$ cat config.mk
export PLATFORM = sky130hd
export DESIGN_NAME = cacheline_adaptor
export DESIGN_NICKNAME = d
export VERILOG_FILES = /design/src/rtl/cacheline_adaptor.sv
export SDC_FILE = /design/constraint.sdc
export NUM_CORES = 1
export LEC_CHECK = 0
export ABC_AREA = 1
export CORE_AREA = 8 8 270 272
export DETAILED_ROUTE_END_ITERATION = 6
export DIE_AREA = 0 0 278 280
export DONT_BUFFER_PORTS = 1
export PLACE_DENSITY_LB_ADDON = 0.15
export SYNTH_ARGS = -nofsm -noshare
export SYNTH_HDL_FRONTEND = slang
export SYNTH_SLANG_ARGS = --single-unit
$ cat constraint.sdc
create_clock -name clk -period 2 [get_ports clk]
set_input_delay 0.2 -clock clk [delete_from_list [all_inputs] [get_ports clk]]
set_output_delay 0.2 -clock clk [all_outputs]
set_load 0.1 [all_outputs]
$ cat src/rtl/cacheline_adaptor.sv
// Cacheline adaptor: splits one 256-bit fill/writeback into four 64-bit memory beats.
// Optional per-direction transaction counters are compiled in with CACHELINE_ADAPTOR_PERF_EN.
module cacheline_adaptor #(
    parameter int LINE_W   = 256,
    parameter int BURST_W  = 64,
    parameter int ADDR_W   = 32,
    parameter int OFFSET_W = 5
) (
    input  logic               clk,
    input  logic               rst,
    input  logic [ADDR_W-1:0]  address_i,
    input  logic               read_i,
    input  logic               write_i,
    input  logic [LINE_W-1:0]  line_i,
    output logic [LINE_W-1:0]  line_o,
    output logic               resp_o,
    output logic [ADDR_W-1:0]  address_o,
    output logic               read_o,
    output logic               write_o,
    output logic [BURST_W-1:0] burst_o,
    input  logic [BURST_W-1:0] burst_i,
    input  logic               resp_i
`ifdef CACHELINE_ADAPTOR_PERF_EN
    ,
    output logic [31:0]        rd_count_o,
    output logic [31:0]        wr_count_o
`endif
);

    localparam int BEATS = LINE_W / BURST_W;
    localparam int CNT_W = $clog2(BEATS);
    localparam logic [CNT_W-1:0]  LAST_BEAT = CNT_W'(BEATS - 1);
    localparam logic [ADDR_W-1:0] ADDR_MASK = {{(ADDR_W-OFFSET_W){1'b1}}, {OFFSET_W{1'b0}}};

    typedef enum logic [2:0] {
        IDLE,
        RD_BURST,
        RD_DONE,
        WR_BURST,
        WR_DONE
    } state_t;

    state_t              state_q, state_d;
    logic [CNT_W-1:0]    cnt_q, cnt_d;
    logic [ADDR_W-1:0]   addr_q, addr_d;
    logic [LINE_W-1:0]   wline_q, wline_d;
    logic [LINE_W-1:0]   line_q, line_d;

    always_ff @(posedge clk or negedge rst) begin
        if (!rst) begin
            state_q <= IDLE;
            cnt_q   <= '0;
            addr_q  <= '0;
            wline_q <= '0;
            line_q  <= '0;
        end else begin
            state_q <= state_d;
            cnt_q   <= cnt_d;
            addr_q  <= addr_d;
            wline_q <= wline_d;
            line_q  <= line_d;
        end
    end

    always_comb begin
        state_d   = state_q;
        cnt_d     = cnt_q;
        addr_d    = addr_q;
        wline_d   = wline_q;
        line_d    = line_q;
        read_o    = 1'b0;
        write_o   = 1'b0;
        resp_o    = 1'b0;
        address_o = '0;
        burst_o   = '0;

        case (state_q)
            IDLE: begin
                // Writeback goes first so a dirty victim leaves before its set is refilled.
                if (write_i) begin
                    addr_d  = address_i & ADDR_MASK;
                    wline_d = line_i;
                    cnt_d   = '0;
                    state_d = WR_BURST;
                end else if (read_i) begin
                    addr_d  = address_i & ADDR_MASK;
                    cnt_d   = '0;
                    state_d = RD_BURST;
                end
            end
            RD_BURST: begin
                read_o    = 1'b1;
                address_o = addr_q;
                if (resp_i) begin
                    line_d[BURST_W*cnt_q +: BURST_W] = burst_i;
                    cnt_d = cnt_q + 1'b1;
                    if (cnt_q == LAST_BEAT) state_d = RD_DONE;
                end
            end
            RD_DONE: begin
                resp_o  = 1'b1;
                state_d = IDLE;
            end
            WR_BURST: begin
                write_o   = 1'b1;
                address_o = addr_q;
                burst_o   = wline_q[BURST_W*cnt_q +: BURST_W];
                if (resp_i) begin
                    cnt_d = cnt_q + 1'b1;
                    if (cnt_q == LAST_BEAT) state_d = WR_DONE;
                end
            end
            WR_DONE: begin
                resp_o  = 1'b1;
                state_d = IDLE;
            end
            default: state_d = IDLE;
        endcase
    end

    assign line_o = line_q;

`ifdef CACHELINE_ADAPTOR_PERF_EN
    logic [31:0] rd_cnt_q, wr_cnt_q;

    always_ff @(posedge clk or negedge rst) begin
        if (!rst) begin
            rd_cnt_q <= '0;
            wr_cnt_q <= '0;
        end else begin
            if (state_q == RD_DONE && rd_cnt_q != 32'hFFFF_FFFF) rd_cnt_q <= rd_cnt_q + 32'd1;
            if (state_q == WR_DONE && wr_cnt_q != 32'hFFFF_FFFF) wr_cnt_q <= wr_cnt_q + 32'd1;
        end
    end

    assign rd_count_o = rd_cnt_q;
    assign wr_count_o = wr_cnt_q;
`endif

endmodule

* After elaboration in Yosys (flattened, before gate mapping)
Cells that the tools add are included.
** Cells by class
- $add $sub $neg :: 2
- $mul :: 0
- Div/mod/pow operators :: 0
- $lt $le $gt $ge :: 0
- Equality and inequality tests :: 11
- Shift-type cells :: 3
- Multiplexer cells :: 19
- Bitwise logic cells :: 0
- Reduce and logical (&&, ||, !) cells :: 10
** Operator list (number)
- $bwmux 256 :: 1
- $shift 64x34->256 const A :: 1
- $shiftx 256x9->64 :: 1
- $shiftx 64x34->256 :: 1
- $mux 32 :: 3
- $mux 64 :: 1
- $neg 8->34 :: 1
- $mux 3 :: 6
- $pmux 3 s3 :: 1
- $ne 2x2->1 const B :: 4
- $eq 3x2->1 const B :: 2
- $mux 2 :: 3
- $reduce_and 2->1 :: 3
- $reduce_and 5->1 :: 1
- $pmux 2 s2 :: 1
- $reduce_bool 2->1 :: 2
- $reduce_or 2->1 :: 2
- $eq 3x1->1 const B :: 1
- $eq 3x3->1 const B :: 1
- $logic_not 3->1 :: 1
- $mux 1 :: 3
- $ne 3x3->1 const B :: 1
- $reduce_and 3->1 :: 1
- $add 2x1->2 const B :: 1
- 2 further kinds :: 2
** Word-level totals
- Register bits :: 549
- Latch bits :: 0
- Bits in writable memories :: 0
- Memory bits (read-only) :: 0
- Output and inout bits :: 355
- Word-level logic and storage cells :: 50
- Memories :: 0

* Longest topological paths before layout
Gate-level depths: netlist (run 1).
- Word-level depth :: 4
- Gate-level depth with buffers :: 12
- Depth with buffers taken out :: 7

* Worst setup path before layout (run 1)
OpenSTA, ideal clock, no wires.
- Kind :: register to output
- Start point :: reg cnt_q[0]
- End point :: out burst_o[10]
- Arrival time :: 2.673 ns
- Data required time :: 1.800 ns
- Setup slack :: -0.873 ns
- Cell stages (with the launch flop) :: 6
- Buffers on the path :: 3
- Path through :: dfrtp_1 > buf_2 > clkbuf_1 > clkbuf_1 > o211ai_1 > a21oi_1
** Between the ends
- Cells in the longest elaborated chain, start to end :: 2
** RTL lines
- from (decl) :: RTL line 44 : logic [CNT_W-1:0] cnt_q, cnt_d;
- from (signal assigned) :: RTL line 58 : cnt_q <= cnt_d;
- $shiftx 256x9->64 :: RTL line 107 : burst_o = wline_q[BURST_W*cnt_q +: BURST_W];
- $mux 64 :: RTL line 77 : case (state_q)
- to (decl) :: RTL line 20 : output logic [BURST_W-1:0] burst_o,
Every way passes these cells.

* Final worst setup path (run 1)
- Start point :: reg cnt_q[0]
- End point :: out burst_o[54]
The elaborated chain is that of the path after synthesis.

==> impl_metrics.py, run 1 <==
metrics = {
    "run_status": {
        "status": "finished with violations",
        "violations": "negative hold slack, max-slew violations, negative setup slack",
    },
    "synthesis": {
        "netlist_instances": 3285,
        "netlist-cell-type-count": 26,
        "syn-cell-area_mm2": 0.0256,
        "ys_ff_latch": 544,
        "mux_cell_area_share_after_synthesis": 0,
        "synth-simple-area-share": 0.263,
        "synth_seq_area_share": 0.532,
        "synth_top_family_by_area": "simple AND/OR/NAND/NOR gates",
        "synth_fa_ha_area_frac": 0.00293,
        "number_of_warnings_reported_in_the_yosys_synthesis_log": 0,
        "syn_area_per_cell_um2": 7.79,
        "post_synth_xor_area_fraction": 0,
        "synth-compound-area-share": 0.106,
    },
    "die": {
        "placement_rows": 97,
        "die_area_mm2": 0.0778,
        "dieHeight_um": 280,
        "num_io_pins": 712,
        "die_w_um": 278,
        "coreArea_mm2": 0.0689,
        "starting_density": 0.371,
    },
    "sta": {
        "setup_ws_ns": -0.449,
        "final_hold_vio_count": 544,
        "drv_slew": 123,
        "worst_clock_skew_ns": 0.0171,
        "slew_headroom": -0.0922,
        "fin_hold_ws_ns": -0.727,
        "setup_viol_count_final": 92,
        "max_freq_ghz": 0.408,
        "timing.final.crit_share": 1.22,
        "grt_setup_unrepaired": "true",
        "tightest_slew_ns": 1.64,
        "layout_min_cycle_time_ns": 2.45,
    },
    "place": {
        "dp.final_hpwl_um": 66100,
        "placement.setup.worst_slack_ns": 0.0901,
        "buffer_ports.inserted": 0,
        "gp_congestion": 0.890,
    },
    "grt": {
        "wire_length_of_the_first_global_routing_pass_um": 158000,
        "vias_in_the_first_global_route": 25189,
        "grt_start_max_net_pins": 545,
        "globalRouteOverflowTotal": 0,
        "antenna_found_initial": 12,
        "globalRouteTotalUtil": 0.259,
    },
    "worst_setup_path": {
        "type_of_element_launching_the_critical_path": "flop",
        "critPathKind": "reg -> out",
        "critical_path.slowest_cell": "sky130_fd_sc_hd__dfrtp_4",
        "highest_cell_delay_on_the_worst_timing_path_ns": 0.53,
        "crit_arrival_ns": 2.25,
        "critPathMaxFanout": 5,
        "element_type_at_the_critical_path_end": "output port",
        "req_time_crit_path_ns": 1.80,
        "cp_cell_sequence": "buf_12 > clkbuf_16 > buf_6 > o211ai_1 > a21oi_4 > buf_12",
        "cpMostUsedCell": "sky130_fd_sc_hd__buf_12",
    },
    "pwr": {
        "total_power_mw": 76.7,
        "power_per_cell_area_mw_per_mm2": 1910,
        "p_int_mw": 37.0,
        "share_seq_of_total_power": 0.219,
        "pwr-share-comb": 0.631,
        "power.share.clock": 0.150,
        "switchingPower_mw": 39.7,
        "ir_drop_uv": 1220,
        "power.leakage_nw": 19.2,
        "p_sw_frac": 0.518,
    },
    "hold_path": {
        "hold_class": "in -> async",
    },
    "routing": {
        "post_drt_wl_per_cell_um": 23.7,
        "final_antenna_net_count": 0,
        "route.detailed.drc": 0,
        "drt_iter0_drc": 2553,
        "drt_pass1_iterations": 6,
        "post_drt_via_cell_ratio": 5.22,
        "vias": 26013,
        "route.final.wire_length_um": 118000,
    },
    "clocking": {
        "cts_htree_levels": 2,
        "cts_tree": "built",
        "cts_num_sinks": 544,
        "cts-buffers-inserted": 61,
        "clock_transition_at_the_register_clock_pins_on_the_worst_setup_and_hold_paths_after_cts_ns": 0.06,
        "clock_insertion_delay_worst_skew_ns": 0.62,
        "clk_root_buffer_cell": "sky130_fd_sc_hd__clkbuf_16",
        "cts_buffer_depth": 3,
        "cts-hold-fix-buffers": 351,
    },
    "run": {
        "timing.max_cap.violations": 0,
    },
    "final_layout": {
        "final_layout_size_suffix_gt1_frac": 0.218,
        "nNetsFinal": 4391,
        "utilization": 0.583,
        "syn2layout_area_growth_pct": 56.9,
    },
}
synth_stat cells:
| cell type | count | area, um^2 |
|---|---|---|
| sky130_fd_sc_hd__nor2_8 | 4 | 80.1 |
| sky130_fd_sc_hd__buf_6 | 24 | 270 |
| sky130_fd_sc_hd__or2_2 | 1 | 6.26 |
| sky130_fd_sc_hd__o211ai_1 | 128 | 961 |
| sky130_fd_sc_hd__buf_1 | 20 | 75.1 |
| sky130_fd_sc_hd__dfrtp_1 | 544 | 13600 |
| sky130_fd_sc_hd__buf_2 | 83 | 415 |
| sky130_fd_sc_hd__nand3_2 | 4 | 40.0 |
| sky130_fd_sc_hd__a21oi_1 | 66 | 330 |
| sky130_fd_sc_hd__nor2_1 | 222 | 833 |
| sky130_fd_sc_hd__nand4_1 | 8 | 50.1 |
| sky130_fd_sc_hd__inv_2 | 2 | 7.51 |
| sky130_fd_sc_hd__clkbuf_1 | 96 | 360 |
| sky130_fd_sc_hd__inv_1 | 323 | 1210 |
| sky130_fd_sc_hd__nor3_1 | 64 | 320 |
| sky130_fd_sc_hd__buf_4 | 15 | 113 |
| sky130_fd_sc_hd__o21ai_0 | 284 | 1420 |
| sky130_fd_sc_hd__nand2_1 | 1260 | 4730 |
| sky130_fd_sc_hd__nand3_4 | 1 | 17.5 |
| sky130_fd_sc_hd__nand3b_1 | 1 | 7.51 |
| sky130_fd_sc_hd__nor3_4 | 1 | 16.3 |
| sky130_fd_sc_hd__nor2_2 | 1 | 6.26 |
| sky130_fd_sc_hd__nand3_1 | 125 | 626 |
| sky130_fd_sc_hd__ha_1 | 6 | 75.1 |
| sky130_fd_sc_hd__conb_1 | 1 | 3.75 |
| sky130_fd_sc_hd__nor2_4 | 1 | 11.3 |
power groups by stage:
| stage | Sequential [mW] | Combinational [mW] | Clock (mW) |
|---|---|---|---|
| after floorplan | 25.2 | 19.0 | 0 |
| after global placement | 16.7 | 39.0 | 0 |
| after detailed placement | 16.9 | 39.3 | 0 |
| after CTS | 16.7 | 43.8 | 11.6 |
| after global routing | 17.2 | 50.3 | 12.1 |
| final | 16.8 | 48.4 | 11.5 |
final timing paths:
kind / startpoint / to / slack (ns) / cells after the start
max in group asynchronous: rst / wline_q[66] / 1.41 / 0
min in group clk: resp_i / line_o[133] / 0.11 / 4
worst max-delay path: cnt_q[0] / burst_o[54] / -0.45 / 6
worst min-delay path: rst / line_o[84] / -0.73 / 0
worst min register to register: line_o[112] / line_o[112] / 0.48 / 2
worst max register to register: cnt_q[0] / line_o[107] / -0.05 / 12
metrics by stage:
stage	cells	setup TNS (ns)	cell area (um^2)
final	4983	-23.89	40200
after global routing	4971	-37.37	40100
after CTS	4880	-28.71	38100
after detailed placement	4363	0	31100
after global placement	4363	0	31100
after floorplan	3289	-84.16	26400
flip-flops by register name, indices dropped and copies added, names as in the netlist:
| signal | count |
|---|---|
| addr_q | 27 |
| cnt_q | 2 |
| wline_q | 256 |
| line_o | 256 |
| state_q | 3 |
worst max-delay path: cells and delay by family (launching register included):
family | cells | cell delay (ns)
DFF | 1 | 0.53
buffers and inverters | 4 | 0.65
AOI/OAI and AO/OA | 2 | 0.43
cells in the final DEF, fill, tap and decap left out, types with 3 or more instances in the layout:
master,instances
sky130_fd_sc_hd__o211ai_1,128
sky130_fd_sc_hd__a21oi_4,65
sky130_fd_sc_hd__nor2_2,35
sky130_fd_sc_hd__clkbuf_1,16
sky130_fd_sc_hd__nor3_1,61
sky130_fd_sc_hd__ha_1,3
sky130_fd_sc_hd__buf_4,304
sky130_fd_sc_hd__buf_8,8
sky130_fd_sc_hd__nand2_1,1203
sky130_fd_sc_hd__nand2_8,4
sky130_fd_sc_hd__clkbuf_8,16
sky130_fd_sc_hd__conb_1,5
sky130_fd_sc_hd__dlygate4sd3_1,351
sky130_fd_sc_hd__diode_2,18
sky130_fd_sc_hd__o21ai_0,280
sky130_fd_sc_hd__clkbuf_16,100
sky130_fd_sc_hd__buf_6,32
sky130_fd_sc_hd__buf_12,139
sky130_fd_sc_hd__nor2_1,147
sky130_fd_sc_hd__nor2_8,4
sky130_fd_sc_hd__inv_2,4
sky130_fd_sc_hd__nand2_2,43
sky130_fd_sc_hd__nor2_4,42
sky130_fd_sc_hd__nand3_4,4
sky130_fd_sc_hd__buf_16,39
sky130_fd_sc_hd__dfrtp_2,4
sky130_fd_sc_hd__inv_1,314
sky130_fd_sc_hd__nand4_1,8
sky130_fd_sc_hd__nor3_2,3
sky130_fd_sc_hd__o21ai_1,4
sky130_fd_sc_hd__nand3_1,124
sky130_fd_sc_hd__dfrtp_1,539
sky130_fd_sc_hd__clkinv_2,9
sky130_fd_sc_hd__nand2_4,11
sky130_fd_sc_hd__bufinv_16,4
routing by layer:
| layer | up-vias | routed length, um | share of wire | global-route usage |
|---|---|---|---|---|
| met4 | 4 | 4940 | 0.042 | 0.0789 |
| li1 | 11799 | - | - | - |
| met2 | 1269 | 58500 | 0.49 | 0.443 |
| met1 | 12667 | 44800 | 0.38 | 0.324 |
| met5 | - | 20 | 0.00017 | 0 |
| met3 | 274 | 10000 | 0.085 | 0.0600 |
cells by family (layout without fill, tap and decap cells):
kind of cell | Yosys count | count (layout)
compound gates | 478 | 478
fa+ha+maj | 6 | 6
buf+inv | 563 | 1347
flops | 544 | 544
other cells | 1 | 23
simple gates | 1693 | 1694
what timing repair did:
action	4_1_cts	5_1_grt
cloned	24	56
gates resized for setup	141	175
pin swaps	90	92
endpoints found under the hold margin	1088	544
setup endpoints to repair	94	283
buffers inserted	35	36
cell type report:
cell class	count	area, um^2
fill	5984	28800
sequential	544	13600
timing repair buffer	912	11100
multi-input combinational	2183	11000
clock buffer	93	1810
inverter	325	1270
tap	891	1110
clock inverter	16	195
antenna	18	45.0
timing repair inverter	1	5.00
(Power assumes the default switching activity.)
==> run 2: changes to the inputs <==
--- a/config.mk
+++ b/config.mk
@@ -6,9 +6,9 @@
 export NUM_CORES = 1
 export LEC_CHECK = 0
 export ABC_AREA = 1
-export CORE_AREA = 8 8 270 272
+export CORE_AREA = 8 8 273 275
 export DETAILED_ROUTE_END_ITERATION = 6
-export DIE_AREA = 0 0 278 280
+export DIE_AREA = 0 0 281 283
 export DONT_BUFFER_PORTS = 1
 export PLACE_DENSITY_LB_ADDON = 0.15
 export SYNTH_ARGS = -nofsm -noshare
==> constraint.sdc (replaced) <==
create_clock -name clk -period 2.35 [get_ports clk]
set_input_delay 0.235 -clock clk [delete_from_list [all_inputs] [get_ports clk]]
set_output_delay 0.235 -clock clk [all_outputs]
set_load 0.1 [all_outputs]
==> run 2 against run 1 <==
Effect of this change:
- the flow still finishes with violations (negative hold slack, max-slew violations, negative setup slack)
- cell count decreased by 1.1%
- non-clock buffer count decreased by 117
- cell area decreased by 6.2%
- sequential share of layout area increased by 2.2 points
- sequential power decreased by 14%
- register-to-register slack improved by 0.17 ns
- via count decreased by 5.3%
- clock skew increased by 0.0087 ns
- flip-flop and latch count unchanged
- critical path type unchanged
- largest cell class unchanged
- largest power group unchanged
==> impl_metrics.py, run 2 (synthesis results as in run 1) <==
metrics = {
    "run_status": {
        "status": "finished with violations",
        "violations": "negative hold slack, max-slew violations, negative setup slack",
    },
    "hold_path": {
        "hold_class": "in -> async",
    },
    "worst_setup_path": {
        "element_type_at_the_critical_path_end": "output port",
        "worst_reg2reg_path_startpoint": "cnt_q[0]",
        "worst-path-buf-inv": 4,
        "crit_arrival_ns": 2.25,
        "req_time_crit_path_ns": 2.12,
        "critPathKind": "reg -> out",
        "cell_family_with_most_cp_delay": "buffers and inverters",
        "type_of_element_launching_the_critical_path": "flop",
        "rr_worst_depth": 9,
        "critical_path.slowest_cell": "sky130_fd_sc_hd__dfrtp_4",
        "timing.reg2reg.setup_slack_ns": 0.12,
        "cpMostUsedCell": "sky130_fd_sc_hd__buf_12",
        "cp-startpoint": "cnt_q[0]",
        "cp_cell_sequence": "buf_16 > buf_12 > buf_4 > o211ai_1 > a21oi_4 > buf_12",
        "crit_cells": 6,
        "highest_cell_delay_on_the_worst_timing_path_ns": 0.53,
        "critPathMaxFanout": 7,
    },
    "sta": {
        "layout_min_cycle_time_ns": 2.48,
        "worst_clock_skew_ns": 0.0258,
        "fin_hold_ws_ns": -0.650,
        "max_freq_ghz": 0.403,
        "grt_setup_unrepaired": "true",
        "tightest_slew_ns": 3.50,
        "setup_ws_ns": -0.134,
        "final_hold_vio_count": 351,
        "setup_viol_count_final": 19,
        "slew_headroom": -1.33,
        "drv_slew": 378,
        "timing.final.crit_share": 1.06,
    },
    "clocking": {
        "cts_tree": "built",
        "cts-hold-fix-buffers": 351,
        "cts_num_sinks": 544,
        "clk_root_buffer_cell": "sky130_fd_sc_hd__clkbuf_16",
        "clock_transition_at_the_register_clock_pins_on_the_worst_setup_and_hold_paths_after_cts_ns": 0.05,
        "clock_insertion_delay_worst_skew_ns": 0.59,
        "cts_htree_levels": 3,
        "cts_buffer_depth": 3,
        "cts-buffers-inserted": 66,
    },
    "final_layout": {
        "utilization": 0.534,
        "area_of_the_multi_input_gates_mm2": 0.0104,
        "nNetsFinal": 4277,
        "final_layout_size_suffix_gt1_frac": 0.172,
        "fill_cells": 6432,
        "layout_common_cells": "sky130_fd_sc_hd__nand2_1 (1243), sky130_fd_sc_hd__dfrtp_1 (541), sky130_fd_sc_hd__dlygate4sd3_1 (351)",
        "syn2layout_area_growth_pct": 47.1,
        "most_common_cell_after_layout_fill_and_taps_aside": "sky130_fd_sc_hd__nand2_1",
        "fin_area_mm2": 0.0377,
        "final-seq-area_mm2": 0.0136,
    },
    "routing": {
        "post_drt_wl_per_cell_um": 21.1,
        "post_drt_via_cell_ratio": 5.00,
        "route.detailed.drc": 0,
        "final_antenna_net_count": 0,
        "route.final.wire_length_um": 104000,
        "drt_iter0_drc": 1991,
        "vias": 24647,
        "drt_pass1_iterations": 6,
    },
    "place": {
        "buffer_ports.inserted": 0,
        "gp_congestion": 0.852,
        "dp.final_hpwl_um": 65000,
        "detailed_place.area_mm2": 0.0309,
    },
    "pwr": {
        "power_per_cell_area_mw_per_mm2": 1610,
        "ir_drop_uv": 925,
        "power.leakage_nw": 18.1,
    },
    "grt": {
        "globalRouteOverflowTotal": 0,
        "vias_in_the_first_global_route": 25170,
        "wire_length_of_the_first_global_routing_pass_um": 154000,
        "globalRouteTotalUtil": 0.246,
        "antenna_found_initial": 16,
        "grt_start_max_net_pins": 545,
    },
    "die": {
        "starting_density": 0.363,
        "placement_rows": 98,
        "die_w_um": 281,
        "coreArea_mm2": 0.0705,
        "die_area_mm2": 0.0795,
        "num_io_pins": 712,
        "dieHeight_um": 283,
    },
    "run": {
        "timing.max_cap.violations": 0,
    },
}
-- run 2: cell type report --
class                           count  area share
Clock inverter                     22     0.00854
Inverter                          325      0.0328
Tap cell                          950      0.0316
Sequential cell                   544       0.362
Clock buffer                       95      0.0510
Timing Repair Buffer              795       0.238
Antenna cell                       15    0.000996
Multi-Input combinational cell   2182       0.276
-- run 2: final timing paths --
kind                                     to
worst max register to register  line_o[209]
worst min-delay path             line_o[82]
max in group asynchronous       line_o[158]
worst min register to register  line_o[114]
min in group clk                line_o[118]
worst max-delay path            burst_o[34]
-- run 2: where the power goes --
group | total [mW] | switching [mW] | leakage (nW) | internal, mW
Sequential | 14.4 | 1.55 | 7.09 | 12.8
Clock | 10.6 | 4.20 | 1.10 | 6.38
Combinational | 35.7 | 25.7 | 9.95 | 9.96
-- run 2: metrics by stage --
step	setup slack, ns	instances	power (mW)	TNS [ns]
after floorplan	-0.127	3289	37.4	-6.04
after CTS	-0.146	4896	59.9	-5.43
final	-0.134	4928	60.6	-0.851
after detailed placement	0.287	4408	47.3	0
after global routing	-0.219	4925	63.4	-4.39
after global placement	0.305	4408	46.9	0
-- run 2: metal layers --
| layer | global-route usage | up-vias | share of wire |
|---|---|---|---|
| li1 | - | 11523 | - |
| met5 | 0 | - | 0.00022 |
| met3 | 0.0586 | 236 | 0.077 |
| met1 | 0.299 | 11880 | 0.39 |
| met2 | 0.416 | 1004 | 0.49 |
| met4 | 0.102 | 4 | 0.041 |
-- run 2: worst register-to-register path, cell delays in order, from the launching register on --
cell and delay [ns]:
sky130_fd_sc_hd__dfrtp_4 0.53, sky130_fd_sc_hd__buf_8 0.17, sky130_fd_sc_hd__buf_4 0.14, sky130_fd_sc_hd__inv_2 0.16, sky130_fd_sc_hd__ha_4 0.28, sky130_fd_sc_hd__or2_4 0.32
sky130_fd_sc_hd__buf_12 0.20, sky130_fd_sc_hd__nor2_1 0.25, sky130_fd_sc_hd__nand2_1 0.07, sky130_fd_sc_hd__nand2_1 0.08
-- run 2: repair_timing --
action / 4_1_cts / 5_1_grt
endpoints found under the hold margin: 1088 / 544
resized for setup: 42 / 38
pin swaps: 59 / 56
cloned: 11 / 13
endpoints found under the setup margin: 65 / 111
buffers inserted: 9 / 5
